[src/rtl/data_router_n.sv]
// Frame router: a {symbol,prb} config fixes how many beats each channel takes,
// then input beats fill the channels in ascending order through per-channel FWFT FIFOs.
module data_router_n #(
  parameter int DATA_WIDTH = 64,
  parameter int NUM_CH     = 4,
  parameter int CNT_WIDTH  = 5,
  parameter int FIFO_DEPTH = 4
) (
  input  logic                            clk,
  input  logic                            reset,
  input  logic [NUM_CH*2*CNT_WIDTH-1:0]   s_axi_config_data,
  input  logic                            s_axi_config_valid,
  output logic                            s_axi_config_ready,
  input  logic [DATA_WIDTH-1:0]           s_axi_data,
  input  logic                            s_axi_valid,
  output logic                            s_axi_ready,
  output logic [NUM_CH*DATA_WIDTH-1:0]    out_axi_data,
  output logic [NUM_CH-1:0]               out_axi_valid,
  input  logic [NUM_CH-1:0]               out_axi_ready,
  output logic                            frame_done,
  output logic [$clog2(NUM_CH)-1:0]       active_ch
);

  localparam int CH_W  = $clog2(NUM_CH);
  localparam int LEN_W = 2 * CNT_WIDTH;
  localparam int PTR_W = $clog2(FIFO_DEPTH);
  localparam int CNT_W = PTR_W + 1;

  typedef enum logic {
    IDLE,
    ROUTE
  } state_t;

  state_t            state;
  state_t            state_nxt;
  logic              started;
  logic [LEN_W-1:0]  cfg_len   [NUM_CH];
  logic [LEN_W-1:0]  remaining [NUM_CH];
  logic [NUM_CH-1:0] fifo_full;
  logic              cfg_xfer;
  logic              data_xfer;
  logic              last_beat;
  logic              first_found;
  logic              next_found;
  logic [CH_W-1:0]   first_ch;
  logic [CH_W-1:0]   next_ch;
  logic [CH_W-1:0]   active_ch_nxt;
  logic              frame_done_nxt;

  // Config is accepted only once the first post-reset edge has been seen.
  assign s_axi_config_ready = started && (state == IDLE);
  assign s_axi_ready        = (state == ROUTE) && !fifo_full[active_ch];
  assign cfg_xfer           = s_axi_config_valid && s_axi_config_ready;
  assign data_xfer          = s_axi_valid && s_axi_ready;
  assign last_beat          = data_xfer && (remaining[active_ch] == LEN_W'(1));

  always_comb begin
    for (int k = 0; k < NUM_CH; k++) begin
      cfg_len[k] = LEN_W'(s_axi_config_data[(NUM_CH-1-k)*LEN_W + CNT_WIDTH +: CNT_WIDTH]) *
                   LEN_W'(s_axi_config_data[(NUM_CH-1-k)*LEN_W +: CNT_WIDTH]);
    end
  end

  // Descending scan so the lowest qualifying channel wins.
  always_comb begin
    first_found = 1'b0;
    first_ch    = '0;
    next_found  = 1'b0;
    next_ch     = '0;
    for (int k = NUM_CH - 1; k >= 0; k--) begin
      if (cfg_len[k] != '0) begin
        first_found = 1'b1;
        first_ch    = CH_W'(k);
      end
      if ((CH_W'(k) > active_ch) && (remaining[k] != '0)) begin
        next_found = 1'b1;
        next_ch    = CH_W'(k);
      end
    end
  end

  always_comb begin
    state_nxt      = state;
    active_ch_nxt  = active_ch;
    frame_done_nxt = 1'b0;
    case (state)
      IDLE: begin
        if (cfg_xfer) begin
          if (first_found) begin
            state_nxt     = ROUTE;
            active_ch_nxt = first_ch;
          end else begin
            frame_done_nxt = 1'b1;
          end
        end
      end
      ROUTE: begin
        if (last_beat) begin
          if (next_found) begin
            active_ch_nxt = next_ch;
          end else begin
            state_nxt      = IDLE;
            active_ch_nxt  = '0;
            frame_done_nxt = 1'b1;
          end
        end
      end
      default: state_nxt = IDLE;
    endcase
  end

  always_ff @(posedge clk or posedge reset) begin
    if (reset) begin
      state      <= IDLE;
      active_ch  <= '0;
      frame_done <= 1'b0;
      started    <= 1'b0;
      for (int k = 0; k < NUM_CH; k++) begin
        remaining[k] <= '0;
      end
    end else begin
      state      <= state_nxt;
      active_ch  <= active_ch_nxt;
      frame_done <= frame_done_nxt;
      started    <= 1'b1;
      if (cfg_xfer) begin
        for (int k = 0; k < NUM_CH; k++) begin
          remaining[k] <= cfg_len[k];
        end
      end else if (data_xfer) begin
        remaining[active_ch] <= remaining[active_ch] - LEN_W'(1);
      end
    end
  end

  // Per-channel FWFT FIFO; a full FIFO refuses writes even when popped that cycle.
  for (genvar k = 0; k < NUM_CH; k++) begin : g_fifo
    logic [DATA_WIDTH-1:0] mem [FIFO_DEPTH];
    logic [PTR_W-1:0]      wr_ptr;
    logic [PTR_W-1:0]      rd_ptr;
    logic [CNT_W-1:0]      count;
    logic                  push;
    logic                  pop;

    assign fifo_full[k]     = (count == CNT_W'(FIFO_DEPTH));
    assign push             = data_xfer && (active_ch == CH_W'(k));
    assign pop              = out_axi_valid[k] && out_axi_ready[k];
    assign out_axi_valid[k] = (count != '0);
    assign out_axi_data[k*DATA_WIDTH +: DATA_WIDTH] = out_axi_valid[k] ? mem[rd_ptr] : '0;

    always_ff @(posedge clk) begin
      if (push) begin
        mem[wr_ptr] <= s_axi_data;
      end
    end

    always_ff @(posedge clk or posedge reset) begin
      if (reset) begin
        wr_ptr <= '0;
        rd_ptr <= '0;
        count  <= '0;
      end else begin
        if (push) begin
          wr_ptr <= wr_ptr + PTR_W'(1);
        end
        if (pop) begin
          rd_ptr <= rd_ptr + PTR_W'(1);
        end
        case ({push, pop})
          2'b10:   count <= count + CNT_W'(1);
          2'b01:   count <= count - CNT_W'(1);
          default: count <= count;
        endcase
      end
    end
  end

endmodule

[config.mk]
export PLATFORM = sky130hd
export DESIGN_NAME = data_router_n
export DESIGN_NICKNAME = d
export VERILOG_FILES = /design/src/rtl/data_router_n.sv
export SDC_FILE = /design/constraint.sdc
export NUM_CORES = 1
export LEC_CHECK = 0
export ABC_AREA = 1
export CAP_MARGIN = 20
export CELL_PAD_IN_SITES_DETAIL_PLACEMENT = 1
export CELL_PAD_IN_SITES_GLOBAL_PLACEMENT = 2
export CORE_MARGIN = 2
export CORE_UTILIZATION = 39
export CTS_BUF_LIST = sky130_fd_sc_hd__clkbuf_16
export DETAILED_ROUTE_END_ITERATION = 8
export PLACE_DENSITY = 0.82
export SYNTH_ARGS = -nofsm -noshare
export SYNTH_HDL_FRONTEND = slang
export SYNTH_SLANG_ARGS = --single-unit
[constraint.sdc]
create_clock -name clk -period 5.3 [get_ports clk]
set_input_delay 1.325 -clock clk [delete_from_list [all_inputs] [get_ports clk]]
set_output_delay 1.325 -clock clk [all_outputs]
set_load 0.01 [all_outputs]
==> results.json, run 1 <==
{
  "fin_ws_ns": 0.343,
  "startpoint_type": "flop",
  "power_density_nw_per_um2": 598,
  "power_frac_clock_pct": 23.9,
  "hold_viol": 0,
  "ios": 377,
  "grt_max_degree": 130,
  "post_cts_buffers": 0,
  "final_cell_mix": "nor2_1 (1,120), edfxtp_1 (1,024), o21ai_0 (524), clkdlybuf4s50_1 (376), nand2_1 (308)",
  "antenna_found_initial": 2,
  "seq_area_um2": 32600,
  "nNetsFinal": 4800,
  "cpPeakStageDelay_ns": 0.74,
  "p_int_mw": 20.7,
  "grt_pass1_wl_mm": 225,
  "layout_commonest_cell": "nor2_1",
  "cp_max_fo": 42,
  "vdd_drop_max_mv": 0.458,
  "grt_overflow": 0,
  "crit_top_cell": "nor2_1",
  "clock_path_buffers": 3,
  "rsz0062_at_grt": "false",
  "path_cells": "buf_4, nor2_1, nor2_1, o21ai_0, a21oi_1, clkdlybuf4s50_1",
  "worstMarginPinSlew_ns": 1.01,
  "ant_nets": 0,
  "final.setup_skew_ns": 0.0200,
  "ys_warn_count": 0,
  "multi_input_area_um2": 13100,
  "wl_per_cell_um": 24.1,
  "grt_pass1_vias": 35500,
  "yosys-top-cells-area": "edfxtp_1 (65%), nor2_1 (9.0%), o21ai_0 (5.5%), dfrtp_1 (3.9%), a21oi_1 (3.0%)",
  "fp.dieW_um": 353,
  "finalSetupViolCount": 0,
  "ys_async_sr_fraction_pct": 6.65,
  "yosysTopAreaCell": "edfxtp_1",
  "cts_tree": "built",
  "clock-root-buffer": "clkbuf_16",
  "synth-seq-area-share_pct": 68.7,
  "post_cts_resized": 0,
  "final_util_pct": 47.6,
  "netlist_instances": 4177,
  "relSlewSlack_pct": 32.4,
  "required_ns": 3.97,
  "die_y_um": 353,
  "vias_per_cell": 5.31,
  "pwr-share-comb_pct": 44.1,
  "cts.sinks": 1097,
  "design_area_um2": 57300,
  "area_growth_pct": 20.8,
  "syn_nets": 4423,
  "synth.distinct_cells": 46,
  "finalPower_mw": 34.2,
  "fin_crit_sh_pct": 93.5,
  "slew_viol_final": 0,
  "ys_ff_latch": 1097,
  "period_needed_ns": 4.96,
  "fmax_mhz": 202,
  "clkTransAtPathRegs_ns": 0.06,
  "syn_area_um2": 47400,
  "gp_congestion": 0.840,
  "synth_top_area_share_pct": 64.9,
  "io_buffers": 376,
  "synth_flop_cell": "edfxtp_1",
  "hold_class": "reg2reg",
  "tns_ns": 0,
  "drc": 0,
  "fillers": 12700,
  "critPathKind": "reg2out",
  "maxCapViolCount": 0,
  "cts_max_level": 3,
  "leakagePower_nw": 20.8,
  "cp.arrival_ns": 3.63,
  "route.vias.total": 33300,
  "p_sw_share_pct": 39.6,
  "dp_worst_setup_slack_ns": -0.0523,
  "critPathCaptureType": "primary output",
  "grt_usage_pct": 24.0,
  "first_pass_iters": 5,
  "switchingPower_mw": 13.5,
  "synth_edf_count": 1024,
  "cpMaxStageDelayCell": "dfrtp_4",
  "core_um2": 120000,
  "cts_hold_buf": 0,
  "final_layout_size_suffix_gt1_share_pct": 7.65,
  "rows": 127,
  "p_seq_share_pct": 31.9,
  "drt_iter0_drc": 2491,
  "initial_core_util_pct": 39.4,
  "place_area_um2": 53500,
  "insertion_delay_ns": 0.72,
  "syn_avg_cell_area_um2": 11.3,
  "dieArea_um2": 124000,
  "status": "completed",
  "cts_buffers": 116,
  "dp_hpwl_mm": 92.7,
  "routed_wl_mm": 151
}
## Yosys cell counts (18+ instances only)
library cell	number
nand2_1	308
dfrtp_1	73
nand4_1	21
a21oi_1	285
fa_1	40
inv_1	253
xor2_1	18
edfxtp_1	1024
o21ai_0	524
nand3_1	65
clkbuf_1	111
ha_1	94
nor2_1	1140
buf_1	85
## worst paths after layout
check | start | to | slack [ns] | cells after the start
min reg2reg | g_fifo[0].count[0] | g_fifo[0].count[0] | 0.48 | 1
min | g_fifo[0].count[0] | g_fifo[0].count[0] | 0.48 | 1
min in group asynchronous | reset | remaining[19] | 1.08 | 2
max in group asynchronous | reset | g_fifo[0].rd_ptr[1] | 3.13 | 3
max reg2reg | active_ch[0] | g_fifo[0].mem[1][34] | 1.73 | 9
max | g_fifo[3].rd_ptr[0] | out_axi_data[235] | 0.34 | 6
## cells by family after synthesis
kind of cell / count (synthesis) / synth area share [%]
and+or+nand+nor: 1589 / 13.4
AOI/OAI and AO/OA: 860 / 9.37
adders and majority gates: 134 / 4.17
other: 1 / 0.00791
DFF: 1097 / 68.7
buffers and inverters: 472 / 3.86
xor gates and xnor gates: 24 / 0.459
## sequential cells by signal, summed over array words and instances, names as in the netlist, 2 cells and up
register / flops
active_ch: 2
g_fifo.count: 12
g_fifo.rd_ptr: 8
g_fifo.wr_ptr: 8
g_fifo.mem: 1024
remaining: 40
## worst max-delay path: cells and delay by family, from the launching register on
kind / cells / cell delay (ns)
flops: 1 / 0.74
simple gates: 2 / 0.21
compound gates: 2 / 0.68
buf+inv: 2 / 1.21
## through the flow
step / hold slack, ns / cells
2_1_floorplan: 0.446 / 4177
3_3_place_gp: 0.463 / 6048
3_5_place_dp: 0.464 / 6048
4_1_cts: 0.475 / 6265
5_1_grt: 0.510 / 6266
6_report: 0.475 / 6266
## area by class of cell
type                       instances  area share, %
antenna                            1        0.00437
timing repair buffer             466           8.19
multi-input combinational       2608           22.9
sequential                      1097           57.0
clock buffer                     117           5.11
tap                             1612           3.52
clock inverter                   100           1.52
inverter                         265           1.76
## power groups by stage
stage | clock network (mW) | registers, mW | logic, mW
3_3_place_gp | 0 | 11.0 | 14.9
2_1_floorplan | 0 | 10.9 | 7.48
5_1_grt | 8.67 | 11.0 | 16.3
6_report | 8.19 | 10.9 | 15.1
4_1_cts | 8.33 | 10.9 | 15.3
3_5_place_dp | 0 | 11.1 | 15.2
## routing by layer
metal | share of wire [%] | global-route usage [%]
met5 | 0 | 0
met4 | 3.0 | 7.69
met3 | 5.1 | 3.33
met2 | 49 | 41.4
met1 | 42 | 31.3
No activity file was read; power rests on OpenSTA's default activity.
==> run 2: changes to the inputs <==
Settings changed: CORE_UTILIZATION 39 to 43, DONT_BUFFER_PORTS from default to 1, PLACE_DENSITY 0.82 to 0.83.
==> run 2 against run 1 <==
Net effect: worst hold slack worse by 0.0015 ns; flip-flop and latch count stayed put; non-clock buffer count is 398 lower; largest cell class unchanged; critical endpoint is now out_axi_data[129]; critical path type unchanged; sequential power hardly changed; combinational power is 25% lower.
==> results.json, run 2 (synthesis results as in run 1) <==
{
  "status": "completed",
  "area_growth_pct": 11.6,
  "switchingPower_mw": 12.7,
  "rows": 121,
  "slew_viol_final": 0,
  "grt_overflow": 0,
  "final_layout_size_suffix_gt1_share_pct": 7.58,
  "layout_commonest_cell": "nor2_1",
  "final_cell_mix": "nor2_1 (1,120), edfxtp_1 (1,024), o21ai_0 (524), nand2_1 (308), a21oi_1 (285)",
  "worstMarginPinSlew_ns": 1.03,
  "design_area_um2": 52900,
  "cts_tree": "built",
  "cts_buffers": 116,
  "rsz0062_at_grt": "false",
  "cts_hold_buf": 0,
  "grt_pass1_vias": 33200,
  "pwr-share-comb_pct": 37.2,
  "hold_viol": 0,
  "drc": 0,
  "power_density_nw_per_um2": 575,
  "vdd_drop_max_mv": 0.354,
  "fmax_mhz": 205,
  "relSlewSlack_pct": 31.1,
  "fin_ws_ns": 0.430,
  "largest_register_ff_count": 1024,
  "io_buffers": 0,
  "grt_pass1_wl_mm": 213,
  "period_needed_ns": 4.87,
  "core_um2": 109000,
  "drt_iter0_drc": 2155,
  "initial_core_util_pct": 43.4,
  "top_regs": "g_fifo.mem (1024), remaining (40), g_fifo.count (12)",
  "antenna_found_initial": 1,
  "nNetsFinal": 4402,
  "insertion_delay_ns": 0.70,
  "p_seq_share_pct": 36.8,
  "maxCapViolCount": 0,
  "grt_max_degree": 81,
  "dp_worst_setup_slack_ns": 0.474,
  "regMostFlops": "g_fifo.mem",
  "power_frac_clock_pct": 26.1,
  "p_int_mw": 17.7,
  "tns_ns": 0,
  "p_sw_share_pct": 41.8,
  "route.vias.total": 31600,
  "clock-root-buffer": "clkbuf_16",
  "critPathCaptureType": "primary output",
  "placed_cells": 5514,
  "die_y_um": 336,
  "leakagePower_nw": 19.1,
  "fillers": 11400,
  "wl_per_cell_um": 25.3,
  "dp_hpwl_mm": 90.3,
  "cts.sinks": 1097,
  "clkTransAtPathRegs_ns": 0.06,
  "place_area_um2": 49200,
  "clock_path_buffers": 3,
  "startpoint_type": "flop",
  "ios": 377,
  "first_pass_iters": 5,
  "fp.dieW_um": 336,
  "cp.arrival_ns": 3.55,
  "routed_wl_mm": 145,
  "fin_crit_sh_pct": 91.9,
  "post_cts_buffers": 0,
  "grt_usage_pct": 25.5,
  "ant_nets": 0,
  "post_cts_resized": 0,
  "required_ns": 3.97,
  "finalPower_mw": 30.4,
  "cts_max_level": 3,
  "cp_max_fo": 38,
  "dieArea_um2": 113000,
  "critPathKind": "reg2out",
  "hold_class": "reg2reg",
  "final.setup_skew_ns": 0.0229,
  "vias_per_cell": 5.52,
  "final_cells": 5724,
  "gp_congestion": 0.857,
  "finalSetupViolCount": 0
}
[run 2: cell count changes in the layout (fill, tap and decap cells not counted), moves of 4 or more]
cell,change
clkdlybuf4s50_1,-376
buf_12,-12
buf_4,-10
clkinv_2,-10
clkinv_1,+5
bufinv_16,-4
[run 2: critical path, stage by stage (launching register included)]
cell      delay, ns
dfrtp_4        0.66
clkinv_2       0.72
buf_4          0.61
nor2_1         0.17
o21ai_0        0.09
a21oi_1        0.57
[run 2: layer usage]
metal | part of all wire, % | vias to the layer above | track usage, %
met5 | 0 | - | 0
met4 | 3.2 | 0 | 8.00
met3 | 7.2 | 223 | 6.57
met2 | 48 | 930 | 42.5
met1 | 42 | 16100 | 32.5
li1 | - | 14300 | -
[run 2: worst paths after layout]
kind	from	end	slack [ns]	depth (start not counted)
worst max-delay path	g_fifo[2].rd_ptr[1]	out_axi_data[129]	0.43	5
worst min-delay path	g_fifo[2].count[0]	g_fifo[2].count[0]	0.47	1
worst min register to register	g_fifo[2].count[0]	g_fifo[2].count[0]	0.47	1
min in group asynchronous	reset	remaining[38]	0.49	1
worst max register to register	active_ch[0]	g_fifo[0].mem[2][22]	1.51	8
max in group asynchronous	reset	g_fifo[2].rd_ptr[1]	3.58	2
[run 2: area by class of cell]
class / instances / area, um2 / area share (%)
Sequential cell: 1097 / 32600 / 61.7
Multi-Input combinational cell: 2608 / 13100 / 24.8
Clock buffer: 117 / 2930 / 5.54
Tap cell: 1476 / 1850 / 3.49
Inverter: 265 / 1010 / 1.90
Clock inverter: 92 / 748 / 1.41
Timing Repair Buffer: 68 / 611 / 1.15
Antenna cell: 1 / 2.50 / 0.00473
[run 2: power by group through the flow]
stage / clock (mW) / combinational [mW] / sequential [mW]
finish: 7.93 / 11.3 / 11.2
global route: 8.37 / 12.4 / 11.3
CTS: 8.08 / 11.4 / 11.2
detailed placement: 0 / 11.3 / 11.4
global placement: 0 / 11.1 / 11.3
floorplan: 0 / 7.48 / 10.9
[run 2: per-stage QoR]
stage,util [%],hold WS [ns]
after floorplan,-,0.446
after global placement,45.1,0.462
after detailed placement,45.1,0.471
after CTS,48.4,0.470
after global routing,48.4,0.492
final,48.4,0.474
